**config.mk**
```make
export PLATFORM = sky130hd
export DESIGN_NAME = reg_file_2r1w
export DESIGN_NICKNAME = d
export VERILOG_FILES = /design/src/rtl/reg_file_pkg.sv /design/src/rtl/reg_file_2r1w_reg_cell.sv /design/src/rtl/reg_file_2r1w.sv
export SDC_FILE = /design/constraint.sdc
export NUM_CORES = 1
export LEC_CHECK = 0
export BUFFER_PORTS_ARGS = -buffer_cell sky130_fd_sc_hd__buf_2
export CAP_MARGIN = 25
export CORE_MARGIN = 4
export CORE_UTILIZATION = 50
export CTS_CLUSTER_DIAMETER = 60
export DETAILED_ROUTE_END_ITERATION = 12
export PLACE_DENSITY = 0.82
export SYNTH_ARGS = -nofsm -noshare
export SYNTH_HDL_FRONTEND = slang
export SYNTH_SLANG_ARGS = --single-unit
```
**constraint.sdc**
```tcl
create_clock -name clk -period 2.75 [get_ports clk]
set_input_delay 0.275 -clock clk [delete_from_list [all_inputs] [get_ports clk]]
set_output_delay 0.275 -clock clk [all_outputs]
set_load 0.1 [all_outputs]
```
**src/rtl/reg_file_pkg.sv**
```systemverilog
// Shared constants and helpers for the two-read/one-write register file.
package reg_file_pkg;

  localparam int unsigned ZERO_R0_OFF = 0;
  localparam int unsigned ZERO_R0_ON  = 1;

  localparam int unsigned RST_VAL_DEFAULT = 0;

  function automatic int unsigned awidth_f(input int unsigned nregs);
    return $clog2(nregs);
  endfunction

endpackage

```
**src/rtl/reg_file_2r1w_reg_cell.sv**
```systemverilog
// One storage word: enable flop with asynchronous active-high reset to RST_VAL.
module reg_cell #(
  parameter int unsigned       DWIDTH  = 16,
  parameter logic [DWIDTH-1:0] RST_VAL = '0
) (
  input  logic              clk,
  input  logic              rst,
  input  logic              en,
  input  logic [DWIDTH-1:0] d,
  output logic [DWIDTH-1:0] q
);

  always_ff @(posedge clk or posedge rst) begin
    if (rst)     q <= RST_VAL;
    else if (en) q <= d;
  end

endmodule

```
**src/rtl/reg_file_2r1w.sv**
```systemverilog
// Parametrised 2-read/1-write register file with registered operands and
// same-cycle write-to-read forwarding.
module reg_file_2r1w
  import reg_file_pkg::*;
#(
  parameter int unsigned       DWIDTH  = 16,
  parameter int unsigned       NREGS   = 4,
  parameter int unsigned       ZERO_R0 = ZERO_R0_OFF,
  parameter logic [DWIDTH-1:0] RST_VAL = DWIDTH'(RST_VAL_DEFAULT),
  localparam int unsigned      AWIDTH  = awidth_f(NREGS)
) (
  input  logic              clk,
  input  logic              rst,
  input  logic              we,
  input  logic [AWIDTH-1:0] waddr,
  input  logic [DWIDTH-1:0] wdata,
  input  logic              en_in,
  input  logic [AWIDTH-1:0] rd,
  input  logic [AWIDTH-1:0] rs,
  output logic [DWIDTH-1:0] rd_q,
  output logic [DWIDTH-1:0] rs_q,
  output logic              en_out
);

  logic [NREGS-1:0]  wen;
  logic [DWIDTH-1:0] regs [NREGS];
  logic [DWIDTH-1:0] rd_val;
  logic [DWIDTH-1:0] rs_val;

  always_comb begin
    wen = '0;
    if (we) wen[waddr] = 1'b1;
    if (ZERO_R0 == ZERO_R0_ON) wen[0] = 1'b0;
  end

  for (genvar i = 0; i < NREGS; i++) begin : g_cell
    reg_cell #(
      .DWIDTH  (DWIDTH),
      .RST_VAL (RST_VAL)
    ) u_cell (
      .clk (clk),
      .rst (rst),
      .en  (wen[i]),
      .d   (wdata),
      .q   (regs[i])
    );
  end

  // Later assignments win: zero register beats forwarding beats array.
  always_comb begin
    rd_val = regs[rd];
    rs_val = regs[rs];
    if (we && (waddr == rd)) rd_val = wdata;
    if (we && (waddr == rs)) rs_val = wdata;
    if ((ZERO_R0 == ZERO_R0_ON) && (rd == '0)) rd_val = '0;
    if ((ZERO_R0 == ZERO_R0_ON) && (rs == '0)) rs_val = '0;
  end

  always_ff @(posedge clk or posedge rst) begin
    if (rst) begin
      rd_q   <= RST_VAL;
      rs_q   <= RST_VAL;
      en_out <= 1'b0;
    end else begin
      en_out <= en_in;
      if (en_in) begin
        rd_q <= rd_val;
        rs_q <= rs_val;
      end
    end
  end

endmodule

```
=== Yosys cells after proc, flatten, opt, wreduce, memory -nomap -nowiden ===
Index checks and enable logic that the tools add are counted.

* Flip-flop bits (word level): 97
* Latch bits: 0
* Bits in writable memories: 0
* Bits in read-only memories: 0
* Input bits: 26
* Word-level logic and storage cells: 29
* Memories kept: 0

* $add $sub $neg: 0
* Multiply operators: 0
* Divide/modulo/power cells: 0
* Order comparisons: 4
* Eq/ne operators: 2
* Shift operators: 0
* Mux-type cells: 11
* Bitwise operators: 2
* Reduce and logical (&&, ||, !) cells: 3

{| class="wikitable"
|+ Operators with widths
! kind !! count
|-
| $mux 16 || 6
|-
| $bmux 16 s2 || 2
|-
| $ge 3x3->1 const B || 2
|-
| $not 2->3 || 2
|-
| $eq 2x2->1 || 2
|-
| $mux 4 || 1
|-
| $logic_and 1x1->1 || 3
|-
| $lt 2x3->1 const B || 1
|-
| $demux 1 s2 || 1
|-
| $ge 2x1->1 const B || 1
|-
| $mux 1 || 1
|}

=== Depth between registers and ports, before layout ===
Gate-level depths: netlist of the first run.

* Word-level depth: 5
* Gate-level depth with buffers: 6

=== By module ===
A second synthesis of the first run with hierarchy kept.

* Cell total of the unflattened synthesis: 380
* Area total of the unflattened synthesis: 5,367.6 um^2

{| class="wikitable"
|+ Modules (own cells, without submodules)
! module !! times used !! cells an instance !! area each (um^2) !! sequential area each (um^2)
|-
| reg_file_2r1w || 1 || 240 || 2,755.1 || 825.8
|-
| reg_cell || 4 || 35 || 653.1 || 400.4
|}

=== Worst setup path after synthesis of the first run ===
Ideal clock, no wire load.

* Kind: in2reg
* Start: input port waddr[0]
* End: register g_cell[0].u_cell.q[0]
* Library setup time: 0.125 ns
* Data arrival time: 1.376 ns
* Data required time: 2.625 ns
* Slack: 1.249 ns
* Stages: 4
* Cell sequence: buf_2 -> nor3b_2 -> buf_4 -> mux2_2

* Longest elaborated chain between the ends: 5

{| class="wikitable"
|+ Ends and longest elaborated chain
! item !! line !! RTL
|-
| start, declared || reg_file_2r1w.sv:15 || <nowiki>input logic [AWIDTH-1:0] waddr,</nowiki>
|-
| $lt 2x3->1 (implied by the code) / $ge 2x1->1 (equally long branches) || reg_file_2r1w.sv:32 || <nowiki>if (we) wen[waddr] = 1'b1;</nowiki>
|-
| $logic_and 1x1->1 (implied by the code) || reg_file_2r1w.sv:32 ||
|-
| $mux 1 (implied by the code) || reg_file_2r1w.sv:32 ||
|-
| $demux 1 s2 (*) || reg_file_2r1w.sv:32 ||
|-
| $mux 4 (*) || reg_file_2r1w.sv:32 ||
|-
| end signal, assigned || reg_file_2r1w_reg_cell.sv:14 || <nowiki>if (rst) q <= RST_VAL;</nowiki>
|-
| end signal, assigned || reg_file_2r1w_reg_cell.sv:15 || <nowiki>else if (en) q <= d;</nowiki>
|-
| end, declared || reg_file_2r1w_reg_cell.sv:10 || <nowiki>output logic [DWIDTH-1:0] q</nowiki>
|}

Mark *: on every way between the ends. The rest lies on a longest branch, timed or not.
A chain may end at the register's enable or synchronous reset.

=== Worst setup path in the final report of the first run ===
* Start: input port rs[0]
* End: register rs_q[10]

* Longest elaborated chain between the ends: 5

{| class="wikitable"
|+ Ends and longest elaborated chain
! item !! line !! RTL
|-
| start, declared || reg_file_2r1w.sv:19 || <nowiki>input logic [AWIDTH-1:0] rs,</nowiki>
|-
| $not 2->3 (implied by the code) || reg_file_2r1w.sv:52 || <nowiki>rs_val = regs[rs];</nowiki>
|-
| $bmux 16 s2 || reg_file_2r1w.sv:52 ||
|-
| $mux 16 (implied by the code) (2 in a row) || reg_file_2r1w.sv:52 ||
|-
| $mux 16 (*) || reg_file_2r1w.sv:54 || <nowiki>if (we && (waddr == rs)) rs_val = wdata;</nowiki>
|-
| end signal, assigned || reg_file_2r1w.sv:68 || <nowiki>rs_q <= rs_val;</nowiki>
|-
| end, declared || reg_file_2r1w.sv:21 || <nowiki>output logic [DWIDTH-1:0] rs_q,</nowiki>
|}

Mark *: on every way between the ends. The rest lies on a longest branch, timed or not. The select of a mux whose other input is x is not followed.

==> results of run 1 <==
## synth_stat cells, types with 2 or more instances
| cell | instances | area, sq um |
|---|---|---|
| dfrtp_1 | 97 | 2430 |
| mux2_2 | 64 | 721 |
| a221o_1 | 32 | 320 |
| nor2b_1 | 32 | 200 |
| mux4_1 | 21 | 552 |
| mux4_2 | 11 | 248 |
| buf_2 | 8 | 40.0 |
| buf_6 | 8 | 90.1 |
| clkbuf_1 | 5 | 18.8 |
| xnor2_1 | 4 | 35.0 |
| buf_4 | 3 | 22.5 |
| a31oi_2 | 2 | 25.0 |
| and3b_1 | 2 | 17.5 |
| inv_1 | 2 | 7.51 |
| nand3b_1 | 2 | 15.0 |
## cells in the final DEF (no fill, tap or decap)
master | synthesis | final
dfrtp_1 | 97 | 97
buf_12 | 0 | 1
mux4_1 | 21 | 21
inv_1 | 2 | 1
nor3b_2 | 1 | 1
clkbuf_1 | 5 | 3
a221o_1 | 32 | 32
a31oi_2 | 2 | 2
nand3_1 | 1 | 1
clkbuf_8 | 0 | 11
nand2_1 | 1 | 1
and3b_1 | 2 | 2
nand3b_1 | 2 | 2
buf_4 | 3 | 13
buf_2 | 8 | 58
xnor2_1 | 4 | 4
mux2_2 | 64 | 64
mux4_2 | 11 | 11
bufinv_16 | 0 | 2
nor2b_1 | 32 | 32
clkinvlp_4 | 0 | 1
## area by class of cell
type                    count  area [sq um]
fillers                   694          3850
flip-flops and latches     97          2430
multi-input cells         173          2150
repair buffers             72           408
clock buffers              14           163
well taps                 129           161
clock inverters             2          60.1
inverters                   2          11.3
## path summary, 6_finish.rpt
kind                       slack (ns)  cells past startpoint                                 to
setup reg to reg                 1.37                      2                rs_q[6]$_DFFE_PP0P_
hold reg to reg                  0.53                      1  g_cell[1].u_cell.q[4]$_DFFE_PP0P_
setup / recovery                 1.17                      4               rs_q[10]$_DFFE_PP0P_
max in group asynchronous        1.96                      3  g_cell[3].u_cell.q[7]$_DFFE_PP0P_
min in group clk                 0.22                      2  g_cell[0].u_cell.q[0]$_DFFE_PP0P_
hold / removal                   0.02                      2                rs_q[8]$_DFFE_PP0P_
## per-stage QoR
step	total power, mW	instances
6_report	4.56	489
5_1_grt	4.74	489
4_1_cts	4.58	489
3_5_place_dp	3.55	473
3_3_place_gp	3.50	473
2_1_floorplan	3.23	296
## cell families (layout without fill, tap and decap cells)
kind of cell | count (synthesis) | in the layout | share of synthesized area (%)
buffers and inverters | 26 | 90 | 3.76
XOR/XNOR | 4 | 4 | 0.736
multiplexers | 96 | 96 | 31.9
flip-flops | 97 | 97 | 51.0
AND/OR/NAND/NOR | 39 | 39 | 5.33
AO/OA/AOI/OAI | 34 | 34 | 7.25
## per-layer routing
metal  vias up  global-route usage, %
met5         -                      0
met1      1574                   24.2
li1       1289                      -
met4         0                   8.79
met3        23                   3.67
met2        87                   33.5
## sequential cells by signal (all words and copies together), names as in the netlist
name / cells
rd_q: 16
rs_q: 16
en_out: 1
g_cell.u_cell.q: 64
## where the power goes
group | internal (mW) | total, mW | switching, mW
sequential | 1.71 | 1.89 | 0.183
combinational | 0.521 | 1.63 | 1.11
clock | 0.564 | 1.03 | 0.470
total | 2.80 | 4.56 | 1.77
==> flow_summary_export.csv, run 1 <==
group,metric,value,unit
cts,cts_setup_buffers,0,
placement,portBuffers,58,
power,ir_drop,0.457,mV
cts,postCtsHoldBufs,0,
floorplanning,dieArea,11100,sq um
cts,clk_pin_slew,0.09,ns
cts,root_buffer,"clkbuf_8",
detailed_routing,drc,0,
cts,cts_tree,"built",
floorplanning,die_h,106,microns
worst_setup_path,cp_cell_sequence,"buf_2 -> xnor2_1 -> and3b_1 -> a221o_1",
timing,worst_pin_slew,0.765,ns
worst_setup_path,setup.worst_path.start_class,"input pin",
detailed_routing,vias_per_cell,6.08,
detailed_routing,via_count,2973,
timing,fin_setup_tns,0,ns
synth,yosys_warnings,0,
detailed_routing,ant_nets,0,
synth,synth-edff-count,0,
cts,post_cts_resized,0,
detailed_routing,wl_met1,4270,microns
synth,syn_inst,296,
cells_and_area,n_antenna_cell,0,
cells_and_area,area.growth.synth_to_final,13.1,%
timing,finClkSkew,0.0105,ns
worst_setup_path,worst-path-buf-inv,1,
timing,fmax,0.633,GHz
synth,synth.avg_cell_area,16.1,sq um
worst_setup_path,startpoint,"rs[0]",
worst_setup_path,crit_arrival,1.87,ns
cells_and_area,fin_nets,381,
floorplanning,initial_utilization,51.5,%
cells_and_area,design_area,5390,sq um
cts,numClockSinks,97,
worst_setup_path,cp_max_fo,17,
cells_and_area,fin_util,58.3,%
timing,setup_viol,0,
timing,slew_headroom,49.0,%
detailed_routing,wl_met3,394,microns
worst_setup_path,reg2reg_from,"g_cell[2].u_cell.q[6]$_DFFE_PP0P_",
placement,place_area,5160,sq um
worst_setup_path,crit_family,"simple AND/OR/NAND/NOR gates",
min_path,hold_class,"in -> async",
cts,clk_path_buf_depth,2,
power,power_density,847,nW/um^2
synth,synth_area,4760,sq um
worst_setup_path,path_class,"in -> reg",
worst_setup_path,crit_required,3.05,ns
placement,pre_cts_ws,0.814,ns
cts,clk_latency,0.36,ns
floorplanning,rows,35,
worst_setup_path,cp-end-kind,"flop",
floorplanning,ios,59,
worst_setup_path,slowest_delay,0.68,ns
placement,globalplace.congestion,0.819,
job,maxCapViolations,0,
timing,slew_viol_final,0,
power,p_leak,2.37,nW
detailed_routing,top_layer_used,"met4",
detailed_routing,routed_wl,10400,microns
floorplanning,die_x,106,microns
global_route,grt_max_degree,43,
global_route,grt_pass1_wl,17000,microns
timing,holdWs,0.0206,ns
cts,cts_buffers,9,
global_route,grt_pass1_vias,3184,
placement,dp_hpwl,7200,microns
global_route,grt-ovfl-total,0,
timing,rsz0062_at_grt,"false",
synth,ys_seq_area_share,51.0,%
timing,final.period_utilization,57.4,%
synth,ys.flop_type,"dfrtp_1",
timing,fin_crit,1.58,ns
detailed_routing,wl_met2,5420,microns
cells_and_area,drive_gt1_share,45.6,%
timing,hold_violations,0,
synth,synthDistinctLibCells,18,
worst_setup_path,slowest_stage,"and3b_1",
detailed_routing,routedWlPerCell,21.2,microns
synth,synthesis.nets,322,
timing,fin_ws,1.17,ns
synth,synth_async_sr_flop_share,100,%
global_route,grt_antenna_before_repair,0,
cts,htreeDepth,3,
detailed_routing,first_pass_iters,4,
detailed_routing,dr.first_iter.drc_count,147,
global_route,grtUsageTotal,19.6,%
synth,ys_ff_latch,97,
run_status,status,"complete, no violations",
floorplanning,core,9240,sq um
No activity file was read; power rests on OpenSTA's default activity.
==> inputs of run 2 (changes only) <==
clock period = 1.3 ns   (was 2.75 ns; I/O delays follow)
==> flow_summary_export.csv, run 2 (synthesis results as in run 1) <==
group,metric,value,unit
run_status,status,"finished, violations left",
run_status,violations,"setup timing",
cts,cts_buffers,9,
global_route,grt-ovfl-total,0,
power,p_leak,2.43,nW
global_route,grt_pass1_vias,3438,
placement,portBuffers,58,
timing,finClkSkew,0.00684,ns
cells_and_area,fill_cells,714,
global_route,grtUsageTotal,21.4,%
detailed_routing,routed_wl,11200,microns
detailed_routing,vias_per_cell,5.97,
floorplanning,rows,35,
cells_and_area,largest_reg_flops,64,
cts,clk_pin_slew,0.10,ns
detailed_routing,via_count,3041,
detailed_routing,drc,0,
worst_setup_path,slowest_stage,"mux4_2",
detailed_routing,first_pass_iters,4,
cells_and_area,drive_gt1_share,54.5,%
cells_and_area,layout_common_cells,"97 x dfrtp_1, 64 x mux2_2, 43 x buf_4",
power,pwr-share-comb,37.4,%
timing,fmax,0.754,GHz
power,internal_power,6.02,mW
floorplanning,dieArea,11100,sq um
worst_setup_path,slowest_delay,0.48,ns
cells_and_area,final_common_cell,"dfrtp_1",
worst_setup_path,path_class,"reg -> reg",
global_route,grt_antenna_before_repair,0,
floorplanning,die_x,106,microns
cells_and_area,fin_nets,401,
floorplanning,ios,59,
floorplanning,initial_utilization,51.5,%
timing,final.period_utilization,102,%
timing,slew_headroom,67.9,%
worst_setup_path,cp-end-kind,"flop",
power,p_clk_share,21.8,%
cells_and_area,fin_util,61.1,%
cts,clk_path_buf_depth,2,
worst_setup_path,cp_cell_sequence,"mux4_2 -> a221o_1",
worst_setup_path,crit_family,"multiplexers",
timing,slew_viol_final,0,
global_route,grt_max_degree,64,
cells_and_area,n_antenna_cell,0,
worst_setup_path,crit_required,1.55,ns
detailed_routing,dr.first_iter.drc_count,204,
power,p_sw_share,39.4,%
detailed_routing,routedWlPerCell,22.1,microns
power,power_density,1760,nW/um^2
floorplanning,die_h,106,microns
cts,htreeDepth,3,
timing,fin_ws,-0.0270,ns
global_route,grt_pass1_wl,18300,microns
cells_and_area,reg_top3,"g_cell.u_cell.q x64, rd_q x16, rs_q x16",
power,p_switching,3.92,mW
worst_setup_path,worst-path-buf-inv,0,
timing,worst_pin_slew,0.485,ns
cts,root_buffer,"clkbuf_8",
power,seqPwrFrac,40.9,%
placement,pre_cts_ws,-0.164,ns
timing,holdWs,0.0656,ns
job,maxCapViolations,0,
timing,setup_viol,10,
floorplanning,core,9240,sq um
min_path,hold_class,"in -> reg",
timing,hold_violations,0,
worst_setup_path,setup.worst_path.start_class,"flop",
cts,numClockSinks,97,
timing,fin_crit,1.33,ns
placement,globalplace.congestion,0.758,
worst_setup_path,cp_max_fo,3,
cells_and_area,area.growth.synth_to_final,18.5,%
power,ir_drop,0.913,mV
placement,dp_hpwl,7870,microns
cts,clk_latency,0.37,ns
worst_setup_path,crit_arrival,1.58,ns
timing,rsz0062_at_grt,"true",
cells_and_area,largest-register,"g_cell.u_cell.q",
power,power,9.93,mW
detailed_routing,ant_nets,0,
cts,cts_tree,"built",
run 2: timing repair:
action,CTS,global route
endpoints found under the hold margin,41,0
resized for setup,39,14
buffers inserted,2,0
pin swaps,2,0
hold buffers,1,0
cloned,0,0
endpoints found under the setup margin,42,42
run 2: power groups by stage:
| stage | combinational (mW) | sequential (mW) | clock (mW) |
|---|---|---|---|
| after floorplan | 1.24 | 5.60 | 0 |
| final | 3.71 | 4.06 | 2.16 |
| after detailed placement | 3.56 | 4.07 | 0 |
| after CTS | 3.69 | 4.05 | 2.18 |
| after global routing | 3.86 | 4.14 | 2.31 |
| after global placement | 3.48 | 4.02 | 0 |
run 2: layout make-up:
class	instances	area (sq um)	area share, %
multi-input combinational	173	2080	36.9
inverter	2	11.3	0.200
sequential	97	2430	43.0
timing repair buffer	92	741	13.1
clock inverter	7	95.1	1.69
clock buffer	9	124	2.20
tap	129	161	2.86
run 2: routing by layer:
metal | vias to the layer above | global-route usage (%) | wire (microns)
met3 | 32 | 3.06 | 603
met5 | - | 0 | 0
met1 | 1583 | 28.1 | 4440
met4 | 0 | 9.71 | 287
li1 | 1310 | - | -
met2 | 116 | 35.7 | 5910
run 2: stage by stage:
stage	instances	setup TNS [ns]	area, sq um
after floorplan	296	-2.12	4770
after global placement	490	-2.72	5400
after detailed placement	490	-3.86	5400
after CTS	509	-0.121	5610
after global routing	509	-0.750	5640
final	509	-0.116	5640
run 2: worst paths after layout:
path,startpoint,end,slack (ns),depth (start not counted)
worst max-delay path,g_cell[3].u_cell.q[14]$_DFFE_PP0P_,rd_q[14]$_DFFE_PP0P_,-0.03,2
max in group asynchronous,rst,rd_q[11]$_DFFE_PP0P_,0.50,4
worst max register to register,g_cell[3].u_cell.q[14]$_DFFE_PP0P_,rd_q[14]$_DFFE_PP0P_,-0.03,2
worst min-delay path,wdata[2],rd_q[2]$_DFFE_PP0P_,0.07,2
worst min register to register,g_cell[2].u_cell.q[15]$_DFFE_PP0P_,g_cell[2].u_cell.q[15]$_DFFE_PP0P_,0.53,1
min in group asynchronous,rst,rs_q[1]$_DFFE_PP0P_,0.23,3
